===== src/rtl/alu_cmd_sequencer.sv =====
// Buffers ALU commands in a FIFO and sequences one per cycle into the ALU; result registered 2 cycles after accept.
// Stalls the FIFO head while the result slot is full; cmd_ready = !full. ALU_SEQ_CHAIN_EN enables result chaining into A.
module alu_cmd_sequencer #(
    parameter int FIFO_DEPTH = 4
) (
    input  logic        clk,
    input  logic        rst,
    input  logic        cmd_valid,
    output logic        cmd_ready,
    input  logic [7:0]  cmd_a,
    input  logic [7:0]  cmd_b,
    input  logic [2:0]  cmd_op,
    input  logic        cmd_chain,
    output logic [7:0]  alu_a,
    output logic [7:0]  alu_b,
    output logic [2:0]  alu_op,
    input  logic [7:0]  alu_x,
    input  logic [7:0]  alu_y,
    output logic        res_valid,
    input  logic        res_ready,
    output logic [15:0] res_data,
    output logic [2:0]  res_op,
    output logic        res_err,
    output logic        busy
);
    localparam int PW = (FIFO_DEPTH > 1) ? $clog2(FIFO_DEPTH) : 1;
    localparam int CW = PW + 1;

    typedef enum logic [1:0] {IDLE, EXEC, STALL} state_t;

    state_t          state;
    state_t          state_next;
    logic [7:0]      mem_a  [FIFO_DEPTH];
    logic [7:0]      mem_b  [FIFO_DEPTH];
    logic [2:0]      mem_op [FIFO_DEPTH];
    logic [PW-1:0]   wr_ptr;
    logic [PW-1:0]   rd_ptr;
    logic [CW-1:0]   count;
    logic [PW-1:0]   head_idx;
    logic            push;
    logic            capture;
    logic            load_head;
    logic            slot_free;
    logic [7:0]      alu_a_next;

`ifdef ALU_SEQ_CHAIN_EN
    logic            mem_chain [FIFO_DEPTH];
    logic [7:0]      chain_reg;
`else
    logic            unused_chain;
    assign unused_chain = cmd_chain;
`endif

    assign cmd_ready = !rst && (count != CW'(FIFO_DEPTH));
    assign push      = cmd_valid && cmd_ready;
    assign slot_free = !res_valid || res_ready;
    assign busy      = (count != '0) || res_valid;

    always_ff @(posedge clk) begin
        if (rst) begin
            state <= IDLE;
        end else begin
            state <= state_next;
        end
    end

    // Remaining entries are judged from the registered count, so a push
    // landing in the same cycle as the last pop is picked up via IDLE.
    always_comb begin
        state_next = state;
        case (state)
            IDLE: begin
                if (count != '0) state_next = EXEC;
            end
            EXEC, STALL: begin
                if (slot_free) state_next = (count > CW'(1)) ? EXEC : IDLE;
                else           state_next = STALL;
            end
            default: state_next = IDLE;
        endcase
    end

    always_comb begin
        capture   = 1'b0;
        load_head = 1'b0;
        head_idx  = rd_ptr;
        case (state)
            IDLE: begin
                load_head = (count != '0);
            end
            EXEC, STALL: begin
                capture   = slot_free;
                load_head = slot_free && (count > CW'(1));
                head_idx  = rd_ptr + PW'(1);
            end
            default: ;
        endcase
        alu_a_next = mem_a[head_idx];
`ifdef ALU_SEQ_CHAIN_EN
        // A capture in this cycle updates the chain register at the same edge,
        // so the freshest value is alu_x itself.
        if (mem_chain[head_idx]) alu_a_next = (state == IDLE) ? chain_reg : alu_x;
`endif
    end

    always_ff @(posedge clk) begin
        if (push) begin
            mem_a[wr_ptr]     <= cmd_a;
            mem_b[wr_ptr]     <= cmd_b;
            mem_op[wr_ptr]    <= cmd_op;
`ifdef ALU_SEQ_CHAIN_EN
            mem_chain[wr_ptr] <= cmd_chain;
`endif
        end
    end

    always_ff @(posedge clk) begin
        if (rst) begin
            wr_ptr    <= '0;
            rd_ptr    <= '0;
            count     <= '0;
            alu_a     <= '0;
            alu_b     <= '0;
            alu_op    <= '0;
            res_valid <= 1'b0;
            res_data  <= '0;
            res_op    <= '0;
            res_err   <= 1'b0;
`ifdef ALU_SEQ_CHAIN_EN
            chain_reg <= '0;
`endif
        end else begin
            if (push)    wr_ptr <= wr_ptr + PW'(1);
            if (capture) rd_ptr <= rd_ptr + PW'(1);
            count <= count + CW'(push) - CW'(capture);

            if (load_head) begin
                alu_a  <= alu_a_next;
                alu_b  <= mem_b[head_idx];
                alu_op <= mem_op[head_idx];
            end else if (capture) begin
                alu_a  <= '0;
                alu_b  <= '0;
                alu_op <= '0;
            end

            if (capture) begin
                res_valid <= 1'b1;
                res_data  <= {alu_y, alu_x};
                res_op    <= alu_op;
                res_err   <= (alu_op >= 3'd5);
            end else if (res_ready) begin
                res_valid <= 1'b0;
            end
`ifdef ALU_SEQ_CHAIN_EN
            if (capture) chain_reg <= alu_x;
`endif
        end
    end
endmodule


===== config.mk =====
export PLATFORM = sky130hd
export DESIGN_NAME = alu_cmd_sequencer
export DESIGN_NICKNAME = d
export VERILOG_FILES = /design/src/rtl/alu_cmd_sequencer.sv
export SDC_FILE = /design/constraint.sdc
export NUM_CORES = 1
export LEC_CHECK = 0
export CELL_PAD_IN_SITES_DETAIL_PLACEMENT = 1
export CELL_PAD_IN_SITES_GLOBAL_PLACEMENT = 1
export CORE_MARGIN = 1
export CORE_UTILIZATION = 30
export DETAILED_ROUTE_END_ITERATION = 8
export DONT_BUFFER_PORTS = 1
export PLACE_DENSITY = 0.52
export SLEW_MARGIN = 20
export SYNTH_ARGS = -nofsm -noshare
export SYNTH_HDL_FRONTEND = slang
export SYNTH_SLANG_ARGS = --single-unit

===== constraint.sdc =====
create_clock -name clk -period 2.3 [get_ports clk]
set_input_delay 0.345 -clock clk [delete_from_list [all_inputs] [get_ports clk]]
set_output_delay 0.345 -clock clk [all_outputs]
set_load 0.02 [all_outputs]

Word level (Yosys, flattened, before mapping) --
Memories as Yosys holds them, arrays and structs flattened. Index checks and enable logic that the tools add are counted.
Storage, ports and cells: register bits after elaboration 49, bits in latches 0, bits in writable memories 76, bits in read-only memories 0, input bits 40, output and inout bits 42, word-level logic and storage cells 52, memories 3
Operators by class: add/subtract/negate cells 4, multiply operators 0, divide/modulo/power cells 0, $lt $le $gt $ge 2, equality and inequality tests 4, shift operators 0, mux-type cells 16, bitwise operators 0, reductions and logical operators 12
Memory list:
- mem_a | words 4, width 8, read ports 1, clocked after memory_dff 0, write ports 1, RTL line 33 | logic [7:0] mem_a [FIFO_DEPTH];
- mem_b | words 4, width 8, read ports 1, clocked after memory_dff 0, write ports 1, RTL line 34 | logic [7:0] mem_b [FIFO_DEPTH];
- mem_op | words 4, width 3, read ports 1, clocked after memory_dff 0, write ports 1, RTL line 35 | logic [2:0] mem_op [FIFO_DEPTH];
Operator list (number):
- two-way mux 8 bit | 3
- two-way mux 1 bit | 6
- two-way mux 2 bit | 3
- two-way mux 3 bit | 2
- adder 2 x 1 -> 2 bit, second input constant | 2
- one-hot mux 2 bit (2 select lines) | 1
- nonzero test 2 bit | 2
- adder 3 x 1 -> 3 bit | 1
- >= comparator 3 bit, second input constant | 1
- > comparator 3 x 1 -> 1 bit, second input constant | 1
- logical AND 1 bit | 3
- inequality test 3 bit, second input constant | 1
- nonzero test 3 bit | 1
- subtractor 3 x 1 -> 3 bit | 1
- equality test 2 x 1 -> 1 bit, second input constant | 1
- equality test 2 bit, second input constant | 1
- zero test 1 bit | 2
- zero test 2 bit | 1
- logical OR 1 bit | 2
- inequality test 2 bit, second input constant | 1
- one-hot mux 1 bit (2 select lines) | 1
- OR reduction 2 bit | 1

Longest topological paths before layout --
Gate-level depths: netlist of the first run.
depth after elaboration 5, gate-level depth with buffers 11, gate-level depth less buffers 10

Worst setup path before layout of the first run --
Ideal clock, no wire load.
kind register -> register, start reg state[0], end reg count[1], data arrival time 2.313 ns, data required time 2.172 ns, path slack -0.142 ns, stages on the path, launching flop included 11, buffers on the path 1, period minus slack after synthesis 2.442 ns, cell sequence dfxtp_1 inv_1 ha_1 nand2_1 inv_1 clkbuf_1 ha_1 inv_1 ha_1 fa_1 nor2b_1
On the way: word-level cells in the longest chain between the ends 4, elaborated cells on any way between the ends 5, those cells by class 1 x add/sub; 2 x eq/ne; 1 x mux; 1 x reduce/logical
RTL lines:
- from (decl) | RTL line 31 | state_t state;
- from (signal assigned) | RTL line 63 | state <= state_next;
- equality test 2 x 1 -> 1 bit or equality test 2 bit (tied branches) | RTL line 87 | case (state)
- OR reduction 2 bit (*) | RTL line 87
- two-way mux 1 bit (*) | RTL line 87
- named net capture | RTL line 41 | logic capture;
- subtractor 3 x 1 -> 3 bit (*) | RTL line 135 | count <= count + CW'(push) - CW'(capture);
- to (signal assigned) | RTL line 135
- to (decl) | RTL line 38 | logic [CW-1:0] count;
Mark *: on every way through the listed nets, which the timed path passes. The rest lies on a longest branch. A chain may end at the register's enable or synchronous reset.

Final worst setup path of the first run --
start reg count[0], end reg count[2]
On the way: word-level cells in the longest chain between the ends 5
RTL lines:
- inequality test 3 bit | RTL line 54 | assign cmd_ready = !rst && (count != CW'(FIFO_DEPTH));
- logical AND 1 bit | RTL line 54
- logical AND 1 bit | RTL line 55 | assign push = cmd_valid && cmd_ready;
- adder 3 x 1 -> 3 bit (*) | RTL line 135
- subtractor 3 x 1 -> 3 bit (*) | RTL line 135
Mark *: on every way between the ends. The rest lies on a longest branch, timed or not.

==> flow_metrics.env, run 1 <==
export IMPL_syn_area_per_cell_um2=12.7
export IMPL_wl_met1_um=4900
export IMPL_start_util_pct=31.0
export IMPL_slew_headroom_pct=29.9
export IMPL_grt_pass1_vias=3320
export IMPL_p_total_mw=7.90
export IMPL_ys_top_cells_by_count="edfxtp_1 (76), nand2_1 (62), dfxtp_1 (49)"
export IMPL_worst_setup_path_end_kind="flop"
export IMPL_core_um2=16100
export IMPL_h_tree_depth=4
export IMPL_final_max_slew_viol_count=0
export IMPL_post_route_min_period_ns=2.13
export IMPL_insertion_delay_ns=0.41
export IMPL_yosysWarningCount=0
export IMPL_path_cells="nor2_1 -> a211oi_2 -> inv_1 -> ha_1 -> inv_1 -> ha_1 -> fa_1 -> xor2_1 -> nor2_1"
export IMPL_fin_setup_tns_ns=0
export IMPL_clockBufferDepth=2
export IMPL_status="complete, no violations"
export IMPL_antenna_found_initial=0
export IMPL_ys_ff_latch=125
export IMPL_fillers=1698
export IMPL_globalplace_congestion=0.699
export IMPL_cp_max_fo=7
export IMPL_wl_per_cell_um=18.1
export IMPL_post_synth_top_count_cell="edfxtp_1"
export IMPL_wl_met2_um=5700
export IMPL_crit_type="flop to flop"
export IMPL_ios=82
export IMPL_grt_max_degree=39
export IMPL_pre_cts_slack_ns=0.139
export IMPL_slowest_delay_ns=0.44
export IMPL_vdd_drop_max_mv=0.710
export IMPL_ys_seq_area_share_pct=65.5
export IMPL_p_leak_nw=1.99
export IMPL_wirelength_um=11500
export IMPL_yosys_top_cells_area="edfxtp_1 (46%), dfxtp_1 (20%), nand2_1 (4.7%)"
export IMPL_rows=46
export IMPL_num_vias=3182
export IMPL_diodes=0
export IMPL_cts_setup_buffers=0
export IMPL_syn2layout_area_growth_pct=19.5
export IMPL_dr_first_iter_drc_count=70
export IMPL_setup_violations=0
export IMPL_regArea_um2=3260
export IMPL_die_area_um2=17100
export IMPL_postSynthCellCount=391
export IMPL_async_flop_share_pct=0
export IMPL_synth_largest_area_cell="edfxtp_1"
export IMPL_cpMaxStageDelayCell="dfxtp_1"
export IMPL_cts_sinks=125
export IMPL_fin_worst_skew_ns=0.00663
export IMPL_gr_total_overflow=0
export IMPL_fp_dieH_um=131
export IMPL_clkTransAtPathRegs_ns=0.06
export IMPL_via_per_inst=5.00
export IMPL_cp_start_kind="flop"
export IMPL_arrival_ns=2.43
export IMPL_multiInputGateArea_um2=1560
export IMPL_grt_pass1_wl_um=17600
export IMPL_track_usage_pct=14.4
export IMPL_power_density_nw_per_um2=1330
export IMPL_cts_root_buf="clkbuf_16"
export IMPL_hold_class="input port to flop"
export IMPL_syn_nets=442
export IMPL_synth_distinct_cells=38
export IMPL_die_x_um=131
export IMPL_drive_gt1_share_pct=15.5
export IMPL_critPathBufInv=2
export IMPL_synth_edf_count=76
export IMPL_dp_hpwl_um=6910
export IMPL_top_layer="met4"
export IMPL_finalHoldViolCount=0
export IMPL_portBuffers=0
export IMPL_period_share_pct=92.4
export IMPL_netlist_area_um2=4980
export IMPL_rsz0062_at_grt="false"
export IMPL_cts_buffers=17
export IMPL_drt_pass1_iter_count=4
export IMPL_fin_nets=458
export IMPL_drv_cap=0
export IMPL_crit_family="adder cells"
export IMPL_cts_resized=0
export IMPL_worst_pin_slew_ns=1.05
export IMPL_cts_tree="built"
export IMPL_worstPathRequired_ns=2.61
export IMPL_yosys_area_top_type_share_pct=45.8
export IMPL_dp_cells=597
export IMPL_post_route_drc_count=0
export IMPL_max_freq_mhz=470
export IMPL_final_cell_count_no_fill=636
export IMPL_hold_ws_ns=0.0272
export IMPL_fin_ws_ns=0.174
export IMPL_postRouteAntennaNets=0
export IMPL_synthFlopType="edfxtp_1"
export IMPL_dr_wl_met3_um=764
==> metrics by stage <==
step                      utilization (%)  area (um^2)
after floorplan                         -         4980
after global placement               32.9         5280
after detailed placement             32.9         5280
after CTS                            37.0         5930
after global routing                 37.1         5950
final                                37.1         5950
==> where the power goes <==
group	internal (mW)	switching, mW
Sequential	2.74	0.576
Clock	1.70	0.979
Combinational	0.740	1.16
Total	5.18	2.72
==> sequential cells by signal, indices dropped and copies added (netlist names) <==
name,flops
mem_a,32
mem_b,32
res_data,16
mem_op,12
alu_a,8
alu_b,8
alu_op,3
count,3
res_op,3
rd_ptr,2
state,2
wr_ptr,2
res_err,1
res_valid,1
==> repair_timing <==
| item | 4_1_cts | 5_1_grt |
|---|---|---|
| hold endpoints to repair | 44 | 8 |
| hold buffers | 5 | 2 |
| endpoints found under the setup margin | 0 | 0 |
==> worst reg2reg max path, stage by stage, from the launching register on <==
cell      delay (ns)
dfxtp_1         0.44
nor2_1          0.11
a211oi_2        0.32
inv_1           0.08
ha_1            0.28
inv_1           0.04
ha_1            0.18
fa_1            0.37
xor2_1          0.14
nor2_1          0.05
==> final cells by class <==
class                           count  area share [%]
Multi-Input combinational cell    228            26.1
Inverter                           12           0.756
Tap cell                          216            4.54
Timing Repair Buffer               23            3.78
Clock buffer                       18            7.21
Sequential cell                   125            54.8
Clock inverter                     14            2.77
==> per-layer routing <==
metal | GRT usage, % | vias to the layer above
met2 | 25.3 | 71
met5 | 0 | -
met3 | 5.82 | 10
li1 | - | 1511
met4 | 5.48 | 0
met1 | 15.6 | 1590
==> placed cells by master (no fill, tap or decap), drive strengths merged, types with 2 or more instances in the layout <==
master and n:
ha 10, clkinvlp 3, o31ai 2, a32o 19, o22ai 19, o211ai 2
a21oi 24, edfxtp 76, mux2i 19, inv 15, nor2 6, o221ai 19
o21ai 19, xor2 3, a211oi 2, and2 4, clkinv 5, nor3 2
nor2b 2, dlygate4sd3 6, dfxtp 49, clkbuf 18, buf 17, bufinv 3
xnor2 2, nand2 62, nand3 2, or3 2, nand2b 2
==> logic make-up after synthesis <==
logic type                 synth area share, %
AOI/OAI and AO/OA                         15.9
xor gates and xnor gates                  1.03
adders and majority gates                 2.91
buffers and inverters                     3.32
DFF                                       65.5
muxes                                     3.82
and+or+nand+nor                           7.56
==> final timing paths <==
check / start / to / slack [ns] / cells past startpoint
worst max register to register: count[0] / count[2] / 0.17 / 9
worst min register to register: state[1] / state[1] / 0.49 / 2
worst max-delay path: count[0] / count[2] / 0.17 / 9
worst min-delay path: cmd_op[0] / mem_op[2][0] / 0.03 / 0
Note: power is estimated with default switching activity, not from simulation.
==> run 2, diff against run 1 <==
- HOLD_SLACK_MARGIN: default -> 0.15
==> run 2 against run 1 <==
Sequential power hardly changed. Combinational power increased by 3%. Clock-buffer cell count did not move. Setup slack improved by 0.00062 ns. Sequential share of layout area is 2.5 points lower. Global-route usage grew 0.26 points. Total power up 0.72%.
==> flow_metrics.env, run 2 (synthesis results as in run 1) <==
export IMPL_status="complete, no violations"
export IMPL_start_util_pct=31.0
export IMPL_die_x_um=131
export IMPL_final_max_slew_viol_count=0
export IMPL_portBuffers=0
export IMPL_wl_per_cell_um=17.7
export IMPL_fin_worst_skew_ns=0.00594
export IMPL_hold_ws_ns=0.193
export IMPL_dr_first_iter_drc_count=80
export IMPL_drv_cap=0
export IMPL_path_cells="nor2_1 -> a211oi_2 -> inv_1 -> ha_1 -> inv_1 -> ha_1 -> fa_1 -> xor2_1 -> nor2_1"
export IMPL_die_area_um2=17100
export IMPL_hold_start="rst"
export IMPL_worst_setup_path_end_kind="flop"
export IMPL_postRouteAntennaNets=0
export IMPL_setup_violations=0
export IMPL_syn2layout_area_growth_pct=25.4
export IMPL_fin_setup_tns_ns=0
export IMPL_regToRegStartpoint="count[0]"
export IMPL_p_seq_share_pct=41.7
export IMPL_ios=82
export IMPL_slowest_delay_ns=0.44
export IMPL_p_sw_share_pct=34.4
export IMPL_gr_total_overflow=0
export IMPL_drt_pass1_iter_count=4
export IMPL_final_common_cell="edfxtp_1"
export IMPL_cts_resized=0
export IMPL_fin_nets=487
export IMPL_ff2ff_setup_slack_ns=0.18
export IMPL_worstPathRequired_ns=2.61
export IMPL_cp_start_kind="flop"
export IMPL_antenna_found_initial=0
export IMPL_finalHoldViolCount=0
export IMPL_worstReg2RegEnd="count[2]"
export IMPL_wirelength_um=11800
export IMPL_min_path_cells=2
export IMPL_rsz0062_at_grt="false"
export IMPL_max_freq_mhz=471
export IMPL_fillers=1676
export IMPL_crit_type="flop to flop"
export IMPL_grt_pass1_wl_um=18000
export IMPL_period_share_pct=92.4
export IMPL_clkTransAtPathRegs_ns=0.06
export IMPL_cpMaxStageDelayCell="dfxtp_1"
export IMPL_critPathBufInv=2
export IMPL_crit_family="adder cells"
export IMPL_p_leak_nw=2.11
export IMPL_post_route_min_period_ns=2.12
export IMPL_reg2reg_depth=9
export IMPL_slew_headroom_pct=29.6
export IMPL_clockBufferDepth=2
export IMPL_via_per_inst=5.00
export IMPL_min_to="state[1]"
export IMPL_track_usage_pct=14.7
export IMPL_arrival_ns=2.43
export IMPL_post_route_drc_count=0
export IMPL_diodes=0
export IMPL_cp_max_fo=7
export IMPL_hold_class="input port to flop"
export IMPL_comb_power_share_pct=24.6
export IMPL_cts_tree="built"
export IMPL_core_um2=16100
export IMPL_switching_power_mw=2.74
export IMPL_drive_gt1_share_pct=14.5
export IMPL_top_regs="mem_a x32, mem_b x32, res_data x16"
export IMPL_cts_setup_buffers=0
export IMPL_fp_dieH_um=131
export IMPL_clock_power_share_pct=33.7
export IMPL_cts_root_buf="clkbuf_16"
export IMPL_vdd_drop_max_mv=0.710
export IMPL_p_int_mw=5.21
export IMPL_grt_pass1_vias=3471
export IMPL_cts_buffers=17
export IMPL_h_tree_depth=4
export IMPL_dp_hpwl_um=6910
export IMPL_final_cell_mix="edfxtp_1 (76), nand2_1 (62), dfxtp_1 (48)"
export IMPL_globalplace_congestion=0.699
export IMPL_num_vias=3328
export IMPL_power_density_nw_per_um2=1270
export IMPL_rows=46
export IMPL_worst_pin_slew_ns=1.05
export IMPL_cts_sinks=125
export IMPL_grt_max_degree=39
export IMPL_insertion_delay_ns=0.41
[run 2: changes by cell type in the layout (fill, tap and decap cells not counted), sizes merged]
cell	change
dlygate4sd3	+29
[run 2: metal layers]
layer	share of wire, %	vias to the layer above	wire length, um	GRT usage, %
li1	-	1571	-	-
met2	51	94	5960	26.4
met5	0	-	0	0
met4	1.2	0	137	5.48
met1	41	1653	4800	15.7
met3	7.4	10	869	5.37
[run 2: cell type report]
| type | count | area, um^2 | area share [%] |
|---|---|---|---|
| clock buffer | 18 | 429 | 6.87 |
| clock inverter | 14 | 165 | 2.64 |
| inverter | 12 | 45.0 | 0.721 |
| multi-input combinational | 228 | 1560 | 24.9 |
| sequential | 125 | 3260 | 52.3 |
| tap | 216 | 270 | 4.33 |
| timing repair buffer | 52 | 515 | 8.25 |
[run 2: power by group through the flow]
stage	clock [mW]	sequential (mW)	combinational, mW
after global placement	0	3.36	1.86
after global routing	2.85	3.38	2.20
final	2.68	3.32	1.96
after detailed placement	0	3.38	1.93
after floorplan	0	3.26	1.45
after CTS	2.77	3.33	2.01
[run 2: through the flow]
stage               setup WS [ns]  instances  utilization [%]  power (mW)  instance area [um^2]
floorplan                 0.00518        391                -        4.70                  4980
global placement            0.154        597             32.9        5.23                  5280
detailed placement          0.139        597             32.9        5.31                  5280
CTS                         0.123        665             38.9        8.11                  6240
global route               0.0340        665             38.9        8.42                  6240
finish                      0.175        665             38.9        7.95                  6240
[run 2: worst max-delay path by stage]
stage | from | to | slack, ns | cells past startpoint
2_1_floorplan | state[1] | count[1] | 0.005 | 10
3_3_place_gp | count[0] | count[2] | 0.15 | 9
3_5_place_dp | count[0] | count[2] | 0.14 | 9
4_1_cts | count[0] | count[2] | 0.12 | 9
5_1_grt | count[0] | count[2] | 0.03 | 9
6_report | count[0] | count[2] | 0.18 | 9
[run 2: what timing repair did]
item	4_1_cts	5_1_grt
hold buffers	36	0
endpoints found under the setup margin	0	0
hold endpoints to repair	106	0
==> run 3, diff against run 2 <==
--- a/config.mk
+++ b/config.mk
@@ -14,3 +14,3 @@
 export HOLD_SLACK_MARGIN = 0.15
-export PLACE_DENSITY = 0.52
+export PLACE_DENSITY = 0.64
 export SLEW_MARGIN = 20
--- a/constraint.sdc
+++ b/constraint.sdc
@@ -3,2 +3,2 @@
 set_output_delay 0.345 -clock clk [all_outputs]
-set_load 0.02 [all_outputs]
+set_load 0.005 [all_outputs]
==> run 3 against run 2 <==
Final cell count down 0.30%. Clock-buffer cell count did not move. Combinational power about the same. Setup slack better by 0.018 ns. Final area decreased by 0.50%. Die area unchanged. First-iteration DRC count rose by 34%. Sequential power fell by 7.8%. Critical path type unchanged. Critical endpoint is now alu_a[7].
==> flow_metrics.env, run 3 (synthesis results as in run 1) <==
export IMPL_h_tree_depth=4
export IMPL_core_um2=16100
export IMPL_post_route_min_period_ns=2.11
export IMPL_drv_cap=0
export IMPL_final_max_slew_viol_count=0
export IMPL_grt_pass1_wl_um=18400
export IMPL_setup_violations=0
export IMPL_dp_hpwl_um=6950
export IMPL_final_common_cell="edfxtp_1"
export IMPL_rsz0062_at_grt="false"
export IMPL_cts_sinks=125
export IMPL_crit_end="alu_a[7]"
export IMPL_drive_gt1_share_pct=15.0
export IMPL_diodes=0
export IMPL_syn2layout_area_growth_pct=24.7
export IMPL_die_area_um2=17100
export IMPL_cp_start_kind="flop"
export IMPL_insertion_delay_ns=0.42
export IMPL_globalplace_congestion=0.689
export IMPL_vdd_drop_max_mv=0.498
export IMPL_cp_max_fo=38
export IMPL_p_int_mw=5.12
export IMPL_worstReg2RegEnd="alu_a[7]"
export IMPL_p_sw_share_pct=33.0
export IMPL_post_route_drc_count=0
export IMPL_p_total_mw=7.64
export IMPL_cts_tree="built"
export IMPL_slew_headroom_pct=29.2
export IMPL_ios=82
export IMPL_dr_first_iter_drc_count=107
export IMPL_pre_cts_slack_ns=0.0894
export IMPL_portBuffers=0
export IMPL_finalHoldViolCount=0
export IMPL_die_x_um=131
export IMPL_cts_root_buf="clkbuf_16"
export IMPL_final_util_pct=38.7
export IMPL_start_util_pct=31.0
export IMPL_max_freq_mhz=475
export IMPL_reg2reg_depth=8
export IMPL_hold_class="input port to flop"
export IMPL_fin_worst_skew_ns=0.00716
export IMPL_wirelength_um=12000
export IMPL_track_usage_pct=14.8
export IMPL_dpl_cell_area_um2=5250
export IMPL_worstPathRequired_ns=2.61
export IMPL_power_density_nw_per_um2=1230
export IMPL_fin_nets=485
export IMPL_switching_power_mw=2.52
export IMPL_crit_type="flop to flop"
export IMPL_final_cell_mix="edfxtp_1 (76), nand2_1 (62), dfxtp_1 (47)"
export IMPL_p_seq_share_pct=40.1
export IMPL_via_per_inst=5.05
export IMPL_top_regs="mem_a x32, mem_b x32, res_data x16"
export IMPL_wl_per_cell_um=18.0
export IMPL_rows=46
export IMPL_fin_ws_ns=0.193
export IMPL_cts_buffers=17
export IMPL_postRouteAntennaNets=0
export IMPL_arrival_ns=2.41
export IMPL_clockBufferDepth=2
export IMPL_ff2ff_setup_slack_ns=0.19
export IMPL_grt_max_degree=59
export IMPL_num_vias=3345
export IMPL_p_leak_nw=2.08
export IMPL_comb_power_share_pct=25.4
export IMPL_drt_pass1_iter_count=4
export IMPL_fin_setup_tns_ns=0
export IMPL_clock_power_share_pct=34.5
export IMPL_antenna_found_initial=0
export IMPL_gr_total_overflow=0
export IMPL_worst_setup_path_end_kind="flop"
export IMPL_fin_area_um2=6210
export IMPL_grt_pass1_vias=3488
export IMPL_clkTransAtPathRegs_ns=0.06
export IMPL_fp_dieH_um=131
export IMPL_worst_pin_slew_ns=1.06
export IMPL_critPathLaunch="state[0]"
export IMPL_period_share_pct=91.6
export IMPL_regToRegStartpoint="state[0]"
export IMPL_status="complete, no violations"
==> run 3: cell types whose count changed in the layout (fill, tap and decap cells not counted) <==
cell,previous run,this run
dfxtp_1,48,47
clkinvlp_4,3,4
inv_2,0,1
dfxtp_2,1,2
inv_1,12,11
inv_6,3,4
buf_4,14,13
clkinv_2,2,0
bufinv_16,3,2
clkinv_1,2,0
buf_12,3,2
clkinv_4,1,4
==> run 3: area by class of cell <==
type	instances	area, um^2
Tap cell	216	270
Multi-Input combinational cell	228	1560
Clock inverter	14	160
Fill cell	1661	9840
Clock buffer	18	429
Sequential cell	125	3270
Timing Repair Buffer	50	488
Inverter	12	45.0
==> run 3: worst max-delay path, cell delays in order (launching register included) <==
cell,delay (ns)
dfxtp_1,0.38
inv_1,0.06
ha_2,0.28
buf_4,0.16
or2_1,0.21
buf_4,0.26
o221ai_1,0.23
o21ai_1,0.12
a32o_1,0.28
==> run 3: worst min path at each step <==
stage	startpoint	endpoint	slack (ns)	depth (start not counted)
after detailed placement	rst	rd_ptr[1]	0.42	1
after CTS	rst	res_data[1]	0.18	2
final	rst	count[0]	0.19	2
after global routing	rst	res_data[1]	0.18	2
after global placement	rst	rd_ptr[1]	0.42	1
after floorplan	cmd_a[0]	mem_a[0][0]	0.44	0
==> run 3: what timing repair did <==
| action | CTS | global route |
|---|---|---|
| buffers inserted | 0 | 0 |
| endpoints found under the setup margin | 0 | 2 |
| hold buffers | 36 | 0 |
| hold endpoints to repair | 106 | 0 |
| resized for setup | 0 | 2 |
==> run 3: per-layer routing <==
| layer | vias up | wire length, um | global-route usage (%) |
|---|---|---|---|
| met3 | 23 | 695 | 5.29 |
| met4 | 0 | 325 | 7.71 |
| met2 | 90 | 6010 | 25.8 |
| li1 | 1570 | - | - |
| met5 | - | 0 | 0 |
| met1 | 1662 | 4930 | 15.8 |
==> run 3: power by group through the flow <==
stage,clock network (mW),registers [mW],logic (mW)
finish,2.63,3.06,1.94
floorplan,0,2.99,1.43
CTS,2.70,3.08,1.98
detailed placement,0,3.12,1.90
global placement,0,3.10,1.79
global route,2.79,3.13,2.17
==> run 3: through the flow <==
step                      hold slack, ns  cells
final                              0.189    663
after global routing               0.184    663
after CTS                          0.176    663
after detailed placement           0.418    595
after global placement             0.418    595
after floorplan                    0.444    391
